**config.mk**
```make
export PLATFORM = sky130hd
export DESIGN_NAME = irc_tx_arbiter
export DESIGN_NICKNAME = d
export VERILOG_FILES = /design/src/rtl/irc_tx_arbiter.sv
export SDC_FILE = /design/constraint.sdc
export NUM_CORES = 1
export LEC_CHECK = 0
export CAP_MARGIN = 20
export CORE_UTILIZATION = 42
export DETAILED_ROUTE_END_ITERATION = 6
export PLACE_DENSITY = 0.75
export SLEW_MARGIN = 20
export SYNTH_ARGS = -nofsm -noshare
export SYNTH_HDL_FRONTEND = slang
export SYNTH_SLANG_ARGS = --single-unit
```
**constraint.sdc**
```tcl
create_clock -name clk -period 2 [get_ports clk]
set_clock_uncertainty 0.05 [all_clocks]
set_input_delay 0.5 -clock clk [delete_from_list [all_inputs] [get_ports clk]]
set_output_delay 0.5 -clock clk [all_outputs]
set_load 0.005 [all_outputs]
```
**src/rtl/irc_tx_arbiter.sv**
```systemverilog
// rtl/irc_tx_arbiter.sv - outbound IRC line arbiter: PONG priority, round-robin users, 510-byte truncation, CR LF append
// Optional build macro: IRC_FLOOD_GUARD_EN enables an idle gap of GAP_CYCLES after each non-PONG line.
module irc_tx_arbiter #(
    parameter int N_REQ       = 3,
    parameter int MAX_PAYLOAD = 510,
    parameter int GAP_CYCLES  = 64
) (
    input  logic                       clk,
    input  logic                       rst,
    input  logic [N_REQ-1:0]           req_valid,
    input  logic [8*N_REQ-1:0]         req_data,
    input  logic [N_REQ-1:0]           req_last,
    output logic [N_REQ-1:0]           req_ready,
    output logic                       out_valid,
    output logic [7:0]                 out_data,
    input  logic                       out_ready,
    output logic [$clog2(N_REQ)-1:0]   grant_id,
    output logic                       busy,
    output logic                       trunc_pulse
);

    localparam int         GW       = $clog2(N_REQ);
    localparam logic [9:0] CNT_LAST = 10'(MAX_PAYLOAD - 1);
    localparam logic [9:0] CNT_SAT  = 10'h3FF;

    typedef enum logic [2:0] {
        S_IDLE  = 3'd0,
        S_PASS  = 3'd1,
        S_DRAIN = 3'd2,
        S_CR    = 3'd3,
        S_LF    = 3'd4
    } state_t;

    state_t          state_q, state_d;
    logic [GW-1:0]   grant_q, grant_d;
    logic [GW-1:0]   rr_ptr_q, rr_ptr_d;
    logic [9:0]      byte_cnt_q, byte_cnt_d;

    logic            g_valid;
    logic [7:0]      g_data;
    logic            g_last;
    logic            rr_found;
    logic [GW-1:0]   rr_pick;
    logic            gap_block;

`ifdef IRC_FLOOD_GUARD_EN
    localparam int GAPW = $clog2(GAP_CYCLES + 1);
    logic [GAPW-1:0] gap_q, gap_d;

    assign gap_block = (gap_q != '0);

    // Gap counter: reloads after a non-PONG line completes, then counts down to zero
    always_comb begin
        gap_d = (gap_q != '0) ? gap_q - 1'b1 : '0;
        if (state_q == S_LF && out_ready && grant_q != '0) begin
            gap_d = GAPW'(GAP_CYCLES);
        end
    end

    // Gap counter register
    always_ff @(posedge clk) begin
        if (rst) begin
            gap_q <= '0;
        end else begin
            gap_q <= gap_d;
        end
    end
`else
    logic unused_gap_cfg;
    assign gap_block      = 1'b0;
    assign unused_gap_cfg = (GAP_CYCLES > 0);
`endif

    // Mux out the granted port's stream signals
    always_comb begin
        g_valid = 1'b0;
        g_data  = 8'h00;
        g_last  = 1'b0;
        for (int i = 0; i < N_REQ; i++) begin
            if (grant_q == GW'(i)) begin
                g_valid = req_valid[i];
                g_data  = req_data[8*i +: 8];
                g_last  = req_last[i];
            end
        end
    end

    // Round-robin candidate among ports 1..N_REQ-1, starting after rr_ptr
    always_comb begin
        int p;
        rr_found = 1'b0;
        rr_pick  = '0;
        p        = 0;
        for (int k = 1; k < N_REQ; k++) begin
            p = int'(rr_ptr_q) + k;
            if (p >= N_REQ) begin
                p = p - (N_REQ - 1);
            end
            for (int i = 1; i < N_REQ; i++) begin
                if (i == p && !rr_found && req_valid[i]) begin
                    rr_found = 1'b1;
                    rr_pick  = GW'(i);
                end
            end
        end
    end

    // State register and datapath registers
    always_ff @(posedge clk) begin
        if (rst) begin
            state_q    <= S_IDLE;
            grant_q    <= '0;
            rr_ptr_q   <= GW'(N_REQ - 1);
            byte_cnt_q <= '0;
        end else begin
            state_q    <= state_d;
            grant_q    <= grant_d;
            rr_ptr_q   <= rr_ptr_d;
            byte_cnt_q <= byte_cnt_d;
        end
    end

    // Next-state logic: arbitration, payload counting, truncation, CR LF sequencing
    always_comb begin
        state_d    = state_q;
        grant_d    = grant_q;
        rr_ptr_d   = rr_ptr_q;
        byte_cnt_d = byte_cnt_q;
        case (state_q)
            S_IDLE: begin
                if (req_valid[0]) begin
                    grant_d    = '0;
                    byte_cnt_d = '0;
                    state_d    = S_PASS;
                end else if (!gap_block && rr_found) begin
                    grant_d    = rr_pick;
                    byte_cnt_d = '0;
                    state_d    = S_PASS;
                end
            end
            S_PASS: begin
                if (g_valid && out_ready) begin
                    if (byte_cnt_q != CNT_SAT) begin
                        byte_cnt_d = byte_cnt_q + 10'd1;
                    end
                    if (g_last) begin
                        state_d = S_CR;
                    end else if (byte_cnt_q == CNT_LAST) begin
                        state_d = S_DRAIN;
                    end
                end
            end
            S_DRAIN: begin
                if (g_valid && g_last) begin
                    state_d = S_CR;
                end
            end
            S_CR: begin
                if (out_ready) begin
                    state_d = S_LF;
                end
            end
            S_LF: begin
                if (out_ready) begin
                    state_d = S_IDLE;
                    if (grant_q != '0) begin
                        rr_ptr_d = grant_q;
                    end
                end
            end
            default: begin
                state_d = S_IDLE;
            end
        endcase
    end

    // Output logic: passthrough in PASS, silent accept in DRAIN, fixed CR/LF beats
    always_comb begin
        out_valid   = 1'b0;
        out_data    = 8'h00;
        req_ready   = '0;
        trunc_pulse = 1'b0;
        case (state_q)
            S_PASS: begin
                out_valid = g_valid;
                out_data  = g_data;
                for (int i = 0; i < N_REQ; i++) begin
                    if (grant_q == GW'(i)) begin
                        req_ready[i] = out_ready;
                    end
                end
                trunc_pulse = g_valid && out_ready && !g_last && (byte_cnt_q == CNT_LAST);
            end
            S_DRAIN: begin
                for (int i = 0; i < N_REQ; i++) begin
                    if (grant_q == GW'(i)) begin
                        req_ready[i] = 1'b1;
                    end
                end
            end
            S_CR: begin
                out_valid = 1'b1;
                out_data  = 8'h0D;
            end
            S_LF: begin
                out_valid = 1'b1;
                out_data  = 8'h0A;
            end
            default: begin
                out_valid = 1'b0;
            end
        endcase
        busy     = (state_q != S_IDLE);
        grant_id = grant_q;
    end

endmodule

```
### After elaboration in Yosys (flattened, before gate mapping)

Cells that the tools add are included.

| operators by class | value |
|---|---|
| reduce and logical (&&, ||, !) cells | 26 |
| $add $sub $neg | 5 |
| $lt $le $gt $ge | 2 |
| muxes and demuxes | 45 |
| equal/unequal tests | 19 |

Operators with widths:

| kind | number |
|---|---|
| == test 2 x 32 -> 1 bit, first input constant | 2 |
| == test 3 x 32 -> 1 bit, first input constant | 2 |
| two-way mux 32 bit | 2 |
| two-way mux 10 bit | 4 |
| two-way mux 3 bit | 8 |
| two-way mux 8 bit | 3 |
| one-hot mux 8 bit (3 select lines) | 1 |
| one-hot mux 10 bit (2 select lines) | 1 |
| two-way mux 1 bit | 18 |
| one-hot mux 3 bit (5 select lines) | 1 |
| logical AND 1 bit | 11 |
| adder 10 x 1 -> 10 bit, second input constant | 1 |
| == test 10 x 9 -> 1 bit, second input constant | 1 |
| two-way mux 2 bit | 5 |
| inequality test 10 bit, second input constant | 1 |
| inequality test 2 bit, second input constant | 5 |
| subtractor 3 x 2 -> 4 bit, second input constant | 2 |
| == test 3 x 2 -> 1 bit, second input constant | 2 |
| greater-or-equal comparator 3 x 2 -> 1 bit, second input constant | 2 |
| inequality test 3 bit, second input constant | 2 |
| one-hot mux 3 bit (2 select lines) | 1 |
| AND reduction 6 bit | 1 |
| nonzero test 2 bit | 3 |
| logical NOT 1 bit | 4 |
| 14 further kinds | 14 |

| word-level totals | value |
|---|---|
| flip-flop bits (word level) | 17 |
| output and inout port bits | 16 |
| input bits | 33 |

### Logic depth before layout (Yosys ltp)

Gate-level depths: netlist of the first run.

| depth | value |
|---|---|
| word-level depth | 21 |
| depth in mapped cells | 9 |
| mapped depth without buffers | 8 |

### Worst setup path after synthesis of the first run

OpenSTA, ideal clock, no wires.

| timing | value |
|---|---|
| path kind | reg2reg |
| start point | reg rr_ptr_q[0] |
| end point | reg byte_cnt_q[0] |
| required time | 1,865 ps |
| setup slack | -32 ps |
| cell stages (with the launch flop) | 10 |
| library setup time | 85 ps |
| path buffers | 1 |
| arrival | 1,898 ps |
| path through | dfxtp_1 > inv_1 > ha_1 > nor2_1 > mux2i_1 > o21ai_0 > o211ai_2 > or2_1 > buf_6 > o31ai_2 |

| on the way | value |
|---|---|
| longest elaborated chain between the ends | 20 |

RTL lines:

| element | RTL line | RTL |
|---|---|---|
| start: declaration | 36 | `logic [GW-1:0] rr_ptr_q, rr_ptr_d;` |
| start signal: assignment | 113 | `rr_ptr_q <= GW'(N_REQ - 1);` |
| start signal: assignment | 118 | `rr_ptr_q <= rr_ptr_d;` |
| adder 2 x 1 -> 3 bit | 95 | `p = int'(rr_ptr_q) + k;` |
| subtractor 3 x 2 -> 4 bit or greater-or-equal comparator 3 x 2 -> 1 bit (tied branches) | 97, 96 |  |
| two-way mux 32 bit | 96 | `if (p >= N_REQ) begin` |
| == test 2 x 32 -> 1 bit | 100 | `if (i == p && !rr_found && req_valid[i]) begin` |
| logical AND 1 bit | 100 |  |
| two-way mux 1 bit | 100 |  |
| logical NOT 1 bit | 100 |  |
| logical AND 1 bit (2 in series) | 100 |  |
| two-way mux 1 bit | 100 |  |
| logical NOT 1 bit | 100 |  |
| logical AND 1 bit (2 in series) | 100 |  |
| two-way mux 1 bit | 100 |  |
| logical NOT 1 bit | 100 |  |
| logical AND 1 bit (2 in series) | 100 |  |
| two-way mux 1 bit * | 100 |  |
| inequality test 3 bit (no line) * | -- |  |
| AND reduction 4 bit (no line) * | -- |  |
| end signal: assignment | 119 | `byte_cnt_q <= byte_cnt_d;` |
| end: declaration | 37 | `logic [9:0] byte_cnt_q, byte_cnt_d;` |

Every way passes the cells marked *; elsewhere a longest branch is shown, timed or not.
A chain may end at the register's enable or synchronous reset.

### Worst setup path after layout of the first run

| timing | value |
|---|---|
| start point | in req_last[2] |
| end point | out trunc_pulse |

| on the way | value |
|---|---|
| longest elaborated chain between the ends | 5 |

RTL lines:

| element | RTL line | RTL |
|---|---|---|
| start: declaration | 12 | `input logic [N_REQ-1:0] req_last,` |
| two-way mux 1 bit | 80 | `if (grant_q == GW'(i)) begin` |
| logical NOT 1 bit | 192 | `trunc_pulse = g_valid && out_ready && !g_last && (byte_cnt_q == CNT_LAST);` |
| logical AND 1 bit (2 in series) | 192 |  |
| two-way mux 1 bit | 183 | `case (state_q)` |
| end: declaration | 19 | `output logic trunc_pulse` |

No other way between the ends.

==> run_results.csv, run 1 <==
group,metric,value,unit
routing,postRouteAntennaNets,0,
routing,wl_per_cell,13.8,um
setup_path,end_kind,"output port",
sta,setup_viol,8,
routing,drt-met1-wl,2040,um
cells_and_area,drive_above_1_share,0.351,
routing,totalWireLength,4610,um
setup_path,r2r-end,"byte_cnt_q[1]$_SDFFE_PP0P_",
pwr,switching_share,0.425,
sta,tightest_slew,0.333,ns
setup_path,cp_slowest_cell,"clkdlybuf4s50_1",
cts,cts_buffer_depth,2,
cells_and_area,syn_to_final_growth,64.0,%
sta,fin_crit,2.12,ns
global_routing,antenna_found_initial,0,
logic_synthesis,ys_warn_count,0,
routing,drt_iter0_markers,53,
floorplan,core_area,0.00336,mm2
pwr,combPwrFrac,0.702,
outcome,failed_checks,"negative setup slack",
setup_path,criticalPathCategory,"primary input to output port",
logic_synthesis,netlist-cell-type-count,41,
cts,ctsHoldBuffers,0,
cts,clk_latency,0.30,ns
setup_path,worstPathRequired,1.45,ns
routing,drt_pass1_iterations,4,
sta,fin_ws,-0.123,ns
placed_design,place_congestion,0.836,
setup_path,worst_setup_path_start_kind,"primary input",
worst_hold_path,hold_path.class,"flip-flop to flip-flop",
routing,vias,1787,
floorplan,die_w,61.3,um
logic_synthesis,synthDominantCellAreaShare,0.230,
cells_and_area,layout.cells.non_filler,334,
floorplan,die_area,0.00376,mm2
placed_design,port-buffer-count,48,
logic_synthesis,ys_ff_latch,17,
pwr,p_int,1.21,mW
global_routing,overflow,0,
logic_synthesis,ys_seq_area_frac,0.230,
sta,fin_tns_setup,-0.335,ns
cts,cts_tree,"yes",
setup_path,critPathMaxStageDelay,0.39,ns
sta,period_share,1.06,
logic_synthesis,synth_most_common_cell,"nor2_1",
logic_synthesis,avgSynthCellArea,7.28,um2
placed_design,dp_hpwl,3440,um
cells_and_area,fillers,285,
cells_and_area,num_antenna_cells,0,
cts,cts-root-buf,"clkbuf_4",
outcome,outcome,"finished with violations",
floorplan,num_io_pins,49,
global_routing,grt_pass1_wl,6930,um
global_routing,grt_pass1_vias,1601,
logic_synthesis,synth-edff-count,0,
routing,wl_met3,163,um
floorplan,fp-row-count,21,
pwr,seq_power_share,0.205,
setup_path,cp-endpoint,"trunc_pulse",
cts,cts.sinks,17,
job,cap_violations,0,
routing,vias_per_cell,5.35,
cts,h-tree-depth,1,
cts,numCtsBuffers,3,
sta,drv_slew,0,
logic_synthesis,netlist_area,0.00148,mm2
setup_path,cp_cell_sequence,"clkdlybuf4s50_1 > mux2i_1 > nor2_1 > a21oi_2 > nand2_1 > nor3_2 > buf_2",
pwr,p_clk_frac,0.094,
sta,slew_headroom,0.777,
cells_and_area,final_area,0.00242,mm2
logic_synthesis,synthTopCellsByArea,"dfxtp_1 23%, mux2i_1 8.8%, nor2_1 6.9%",
pwr,switching_power,0.896,mW
setup_path,reg2reg_depth,9,
sta,finalHoldViolCount,0,
pwr,peakVddDrop,0.000597,V
logic_synthesis,synthFlopType,"dfxtp_1",
cts,path_clk_slew,0.10,ns
logic_synthesis,synthArstFlopShare,0,
placed_design,dpl.cell_count,325,
placed_design,dpl-instance-area,0.00224,mm2
setup_path,cp.arrival,1.57,ns
setup_path,rr_startpoint,"grant_id[1]$_SDFFE_PP0P_",
global_routing,groute.usage.overall,0.248,
global_routing,grt_max_degree,12,
sta,rsz0062_at_grt,"true",
sta,hold_ws,0.461,ns
placed_design,dp_slack,-0.659,ns
sta,fmax,471,MHz
pwr,p_leak,1.02,nW
setup_path,worstPathMaxFanout,2,
logic_synthesis,synthesis.nets,244,
logic_synthesis,syn-instance-count,203,
pwr,powerDensity,870,mW/mm2
routing,dr_wl_met2,2320,um
cells_and_area,layout.nets,330,
floorplan,dieHeight,61.3,um
routing,drc,0,
logic_synthesis,ys_top_cells_by_count,"27 x nor2_1, 19 x a21oi_1, 17 x dfxtp_1",
floorplan,start_util,0.439,
setup_path,startpoint,"req_last[2]",
setup_path,reg2reg_slack,0.02,ns
routing,dr.max_layer_used,"met4",
logic_synthesis,yosysTopAreaCell,"dfxtp_1",
[layer usage]
| layer | up-vias | global-route usage |
|---|---|---|
| met4 | 0 | 0.0844 |
| met3 | 10 | 0.0294 |
| met1 | 835 | 0.309 |
| met5 | - | 0 |
| li1 | 899 | - |
| met2 | 43 | 0.441 |
[placed cells by master (no fill, tap or decap), types with 12 or more instances in the layout]
cell type        instances
nand3_1                 13
mux2i_1                 12
clkdlybuf4s50_1         22
buf_2                   12
a21oi_1                 16
dfxtp_1                 12
buf_4                   38
nor2_1                  25
inv_1                   12
nand2_1                 12
[worst min-delay path by stage]
stage,start,endpoint,slack [ns],cells past startpoint
after floorplan,byte_cnt_q[5]$_SDFFE_PP0P_,byte_cnt_q[5]$_SDFFE_PP0P_,0.41,2
after global placement,byte_cnt_q[5]$_SDFFE_PP0P_,byte_cnt_q[5]$_SDFFE_PP0P_,0.43,2
after detailed placement,byte_cnt_q[5]$_SDFFE_PP0P_,byte_cnt_q[5]$_SDFFE_PP0P_,0.43,2
after CTS,rr_ptr_q[0]$_SDFFE_PP0P_,rr_ptr_q[0]$_SDFFE_PP0P_,0.44,2
after global routing,byte_cnt_q[5]$_SDFFE_PP0P_,byte_cnt_q[5]$_SDFFE_PP0P_,0.48,2
final,byte_cnt_q[5]$_SDFFE_PP0P_,byte_cnt_q[5]$_SDFFE_PP0P_,0.46,2
[cell families (layout without fill, tap and decap cells)]
group | Yosys count | count (layout) | synth area share
multiplexers | 13 | 13 | 0.0881
AO/OA/AOI/OAI | 48 | 48 | 0.213
flip-flops | 17 | 17 | 0.230
buffers and inverters | 27 | 112 | 0.0914
AND/OR/NAND/NOR | 90 | 90 | 0.310
adder cells (fa/ha/maj) | 8 | 8 | 0.0677
[per-stage QoR]
step	total power, mW	utilization
2_1_floorplan	1.17	-
3_3_place_gp	1.76	0.666
3_5_place_dp	1.77	0.666
4_1_cts	2.03	0.691
5_1_grt	2.25	0.721
6_report	2.11	0.721
[power by group through the flow]
stage | Clock (mW) | Combinational (mW) | Sequential (mW)
after floorplan | 0 | 0.743 | 0.423
after global placement | 0 | 1.34 | 0.424
after detailed placement | 0 | 1.35 | 0.426
after CTS | 0.205 | 1.40 | 0.423
after global routing | 0.209 | 1.61 | 0.438
final | 0.197 | 1.48 | 0.432
[cell type report]
cell class | count | area, um2 | share of cell area
Tap cell | 46 | 57.6 | 0.0237
Clock buffer | 3 | 22.5 | 0.00929
Multi-Input combinational cell | 159 | 1140 | 0.470
Inverter | 14 | 57.6 | 0.0237
Timing Repair Buffer | 94 | 786 | 0.324
Clock inverter | 1 | 5.00 | 0.00207
Sequential cell | 17 | 357 | 0.147
[sequential cells by signal, summed over array words and instances, names as in the netlist]
register    cells
grant_id        2
rr_ptr_q        2
state_q         3
byte_cnt_q     10
[critical path, delay by kind of cell]
family                 cells  cell delay (ns)
AO/OA/AOI/OAI              1             0.14
buffers and inverters      2             0.52
multiplexers               1             0.13
AND/OR/NAND/NOR            3             0.28
[repair_timing]
action	CTS	global route
endpoints found under the setup margin	25	24
setup buffers	4	1
resized for setup	89	31
pin swaps	18	10
Power figures use the tool's default switching activity.
==> inputs of run 2 (changes only) <==
- SETUP_SLACK_MARGIN: unset -> 0.02
==> run_results.csv, run 2 (same netlist as run 1, synthesis figures left out) <==
group,metric,value,unit
global_routing,grt_pass1_vias,1577,
cts,path_clk_slew,0.11,ns
placed_design,dp_hpwl,3440,um
cells_and_area,final_common_cell,"buf_4",
setup_path,worstPathMaxFanout,2,
cells_and_area,largest_register,"byte_cnt_q",
cts,cts_tree,"yes",
cells_and_area,num_antenna_cells,0,
sta,fin_tns_setup,-0.395,ns
outcome,failed_checks,"negative setup slack",
floorplan,core_area,0.00336,mm2
sta,fin_crit,2.14,ns
cells_and_area,fillers,290,
sta,slew_headroom,0.781,
routing,vias_per_cell,5.34,
floorplan,dieHeight,61.3,um
pwr,powerDensity,881,mW/mm2
cells_and_area,multi_input_area,0.00114,mm2
routing,vias,1790,
placed_design,dpl.cell_count,325,
cells_and_area,reg_top3,"byte_cnt_q (10), state_q (3)",
sta,drv_slew,0,
sta,period_share,1.07,
sta,fin_ws,-0.145,ns
cells_and_area,largest_reg_flops,10,
cells_and_area,final_cell_mix,"39 x buf_4, 26 x nor2_1, 22 x clkdlybuf4s50_1",
floorplan,die_area,0.00376,mm2
floorplan,fp-row-count,21,
setup_path,end_kind,"output port",
pwr,peakVddDrop,0.000629,V
global_routing,grt_pass1_wl,6820,um
floorplan,num_io_pins,49,
sta,finalHoldViolCount,0,
global_routing,antenna_found_initial,0,
placed_design,port-buffer-count,48,
routing,totalWireLength,4670,um
cts,h-tree-depth,1,
cts,clk_latency,0.30,ns
placed_design,dp_slack,-0.659,ns
routing,drt_pass1_iterations,4,
routing,drt_iter0_markers,85,
sta,rsz0062_at_grt,"true",
cells_and_area,layout.nets,331,
job,cap_violations,0,
cells_and_area,layout.cells.non_filler,335,
sta,fmax,466,MHz
routing,postRouteAntennaNets,0,
setup_path,cp.arrival,1.59,ns
setup_path,reg2reg_depth,9,
routing,drc,0,
worst_hold_path,min_path_cells,2,
global_routing,grt_max_degree,12,
floorplan,die_w,61.3,um
cts,cts-root-buf,"clkbuf_4",
global_routing,overflow,0,
setup_path,criticalPathCategory,"primary input to output port",
floorplan,start_util,0.439,
cts,cts_buffer_depth,2,
cts,numCtsBuffers,3,
pwr,p_leak,1.02,nW
sta,tightest_slew,0.327,ns
cells_and_area,seq_area,352,um2
setup_path,worstPathRequired,1.45,ns
outcome,outcome,"finished with violations",
placed_design,place_congestion,0.836,
routing,wl_per_cell,13.9,um
global_routing,groute.usage.overall,0.244,
cells_and_area,drive_above_1_share,0.353,
sta,setup_viol,8,
cells_and_area,syn_to_final_growth,64.0,%
setup_path,worst_setup_path_start_kind,"primary input",
cts,cts.sinks,17,
worst_hold_path,hold_path.class,"flip-flop to flip-flop",
==> run 2: cell count changes in the layout (fill, tap and decap cells not counted), sizes merged <==
cell and delta:
buf +2, dlygate4sd2 +2, dlymetal6s2s -2, clkbuf -1
==> run 2: area by class of cell <==
type | instances | share of cell area
Sequential cell | 17 | 0.145
Inverter | 14 | 0.0237
Clock buffer | 3 | 0.00929
Clock inverter | 1 | 0.00207
Tap cell | 46 | 0.0237
Multi-Input combinational cell | 159 | 0.472
Timing Repair Buffer | 95 | 0.324
==> run 2: repair_timing <==
item / CTS / global route
resized for setup: 101 / 18
setup endpoints to repair: 25 / 23
setup buffers: 4 / 2
pin swaps: 22 / 9
hold buffers: 0 / 0
==> run 2: stage by stage <==
step	hold slack, ns	util	total power [mW]	area, um2
after floorplan	0.407	-	1.17	1480
after global placement	0.426	0.666	1.76	2240
after detailed placement	0.433	0.666	1.77	2240
after CTS	0.445	0.693	2.05	2330
after global routing	0.477	0.721	2.28	2420
final	0.458	0.721	2.13	2420
==> run 2: metal layers <==
| layer | part of all wire | global-route usage | routed length, um | vias to the layer above |
|---|---|---|---|---|
| met3 | 0.035 | 0.0294 | 165 | 12 |
| met1 | 0.43 | 0.307 | 2010 | 833 |
| li1 | - | - | - | 894 |
| met4 | 0.022 | 0.0844 | 104 | 0 |
| met2 | 0.51 | 0.429 | 2390 | 51 |
| met5 | 0 | 0 | 0 | - |
==> run 2: power breakdown <==
group | internal (mW) | switching (mW) | total, mW | leakage (nW)
registers | 0.381 | 0.0397 | 0.421 | 0.140
logic | 0.764 | 0.751 | 1.52 | 0.864
clock network | 0.0746 | 0.124 | 0.199 | 0.0177
==> run 2: critical path, stage by stage <==
cell and delay, ns:
clkdlybuf4s50_1 0.40, mux2i_1 0.13, nor2_1 0.07, a21oi_2 0.14, nand2_1 0.08, nor3_2 0.14, buf_2 0.13
==> run 2: worst paths after layout <==
check	from	slack, ns	to
min reg2reg	byte_cnt_q[5]$_SDFFE_PP0P_	0.46	byte_cnt_q[5]$_SDFFE_PP0P_
max	req_last[0]	-0.14	trunc_pulse
min	byte_cnt_q[5]$_SDFFE_PP0P_	0.46	byte_cnt_q[5]$_SDFFE_PP0P_
max reg2reg	grant_id[1]$_SDFFE_PP0P_	0.03	byte_cnt_q[0]$_SDFFE_PP0P_
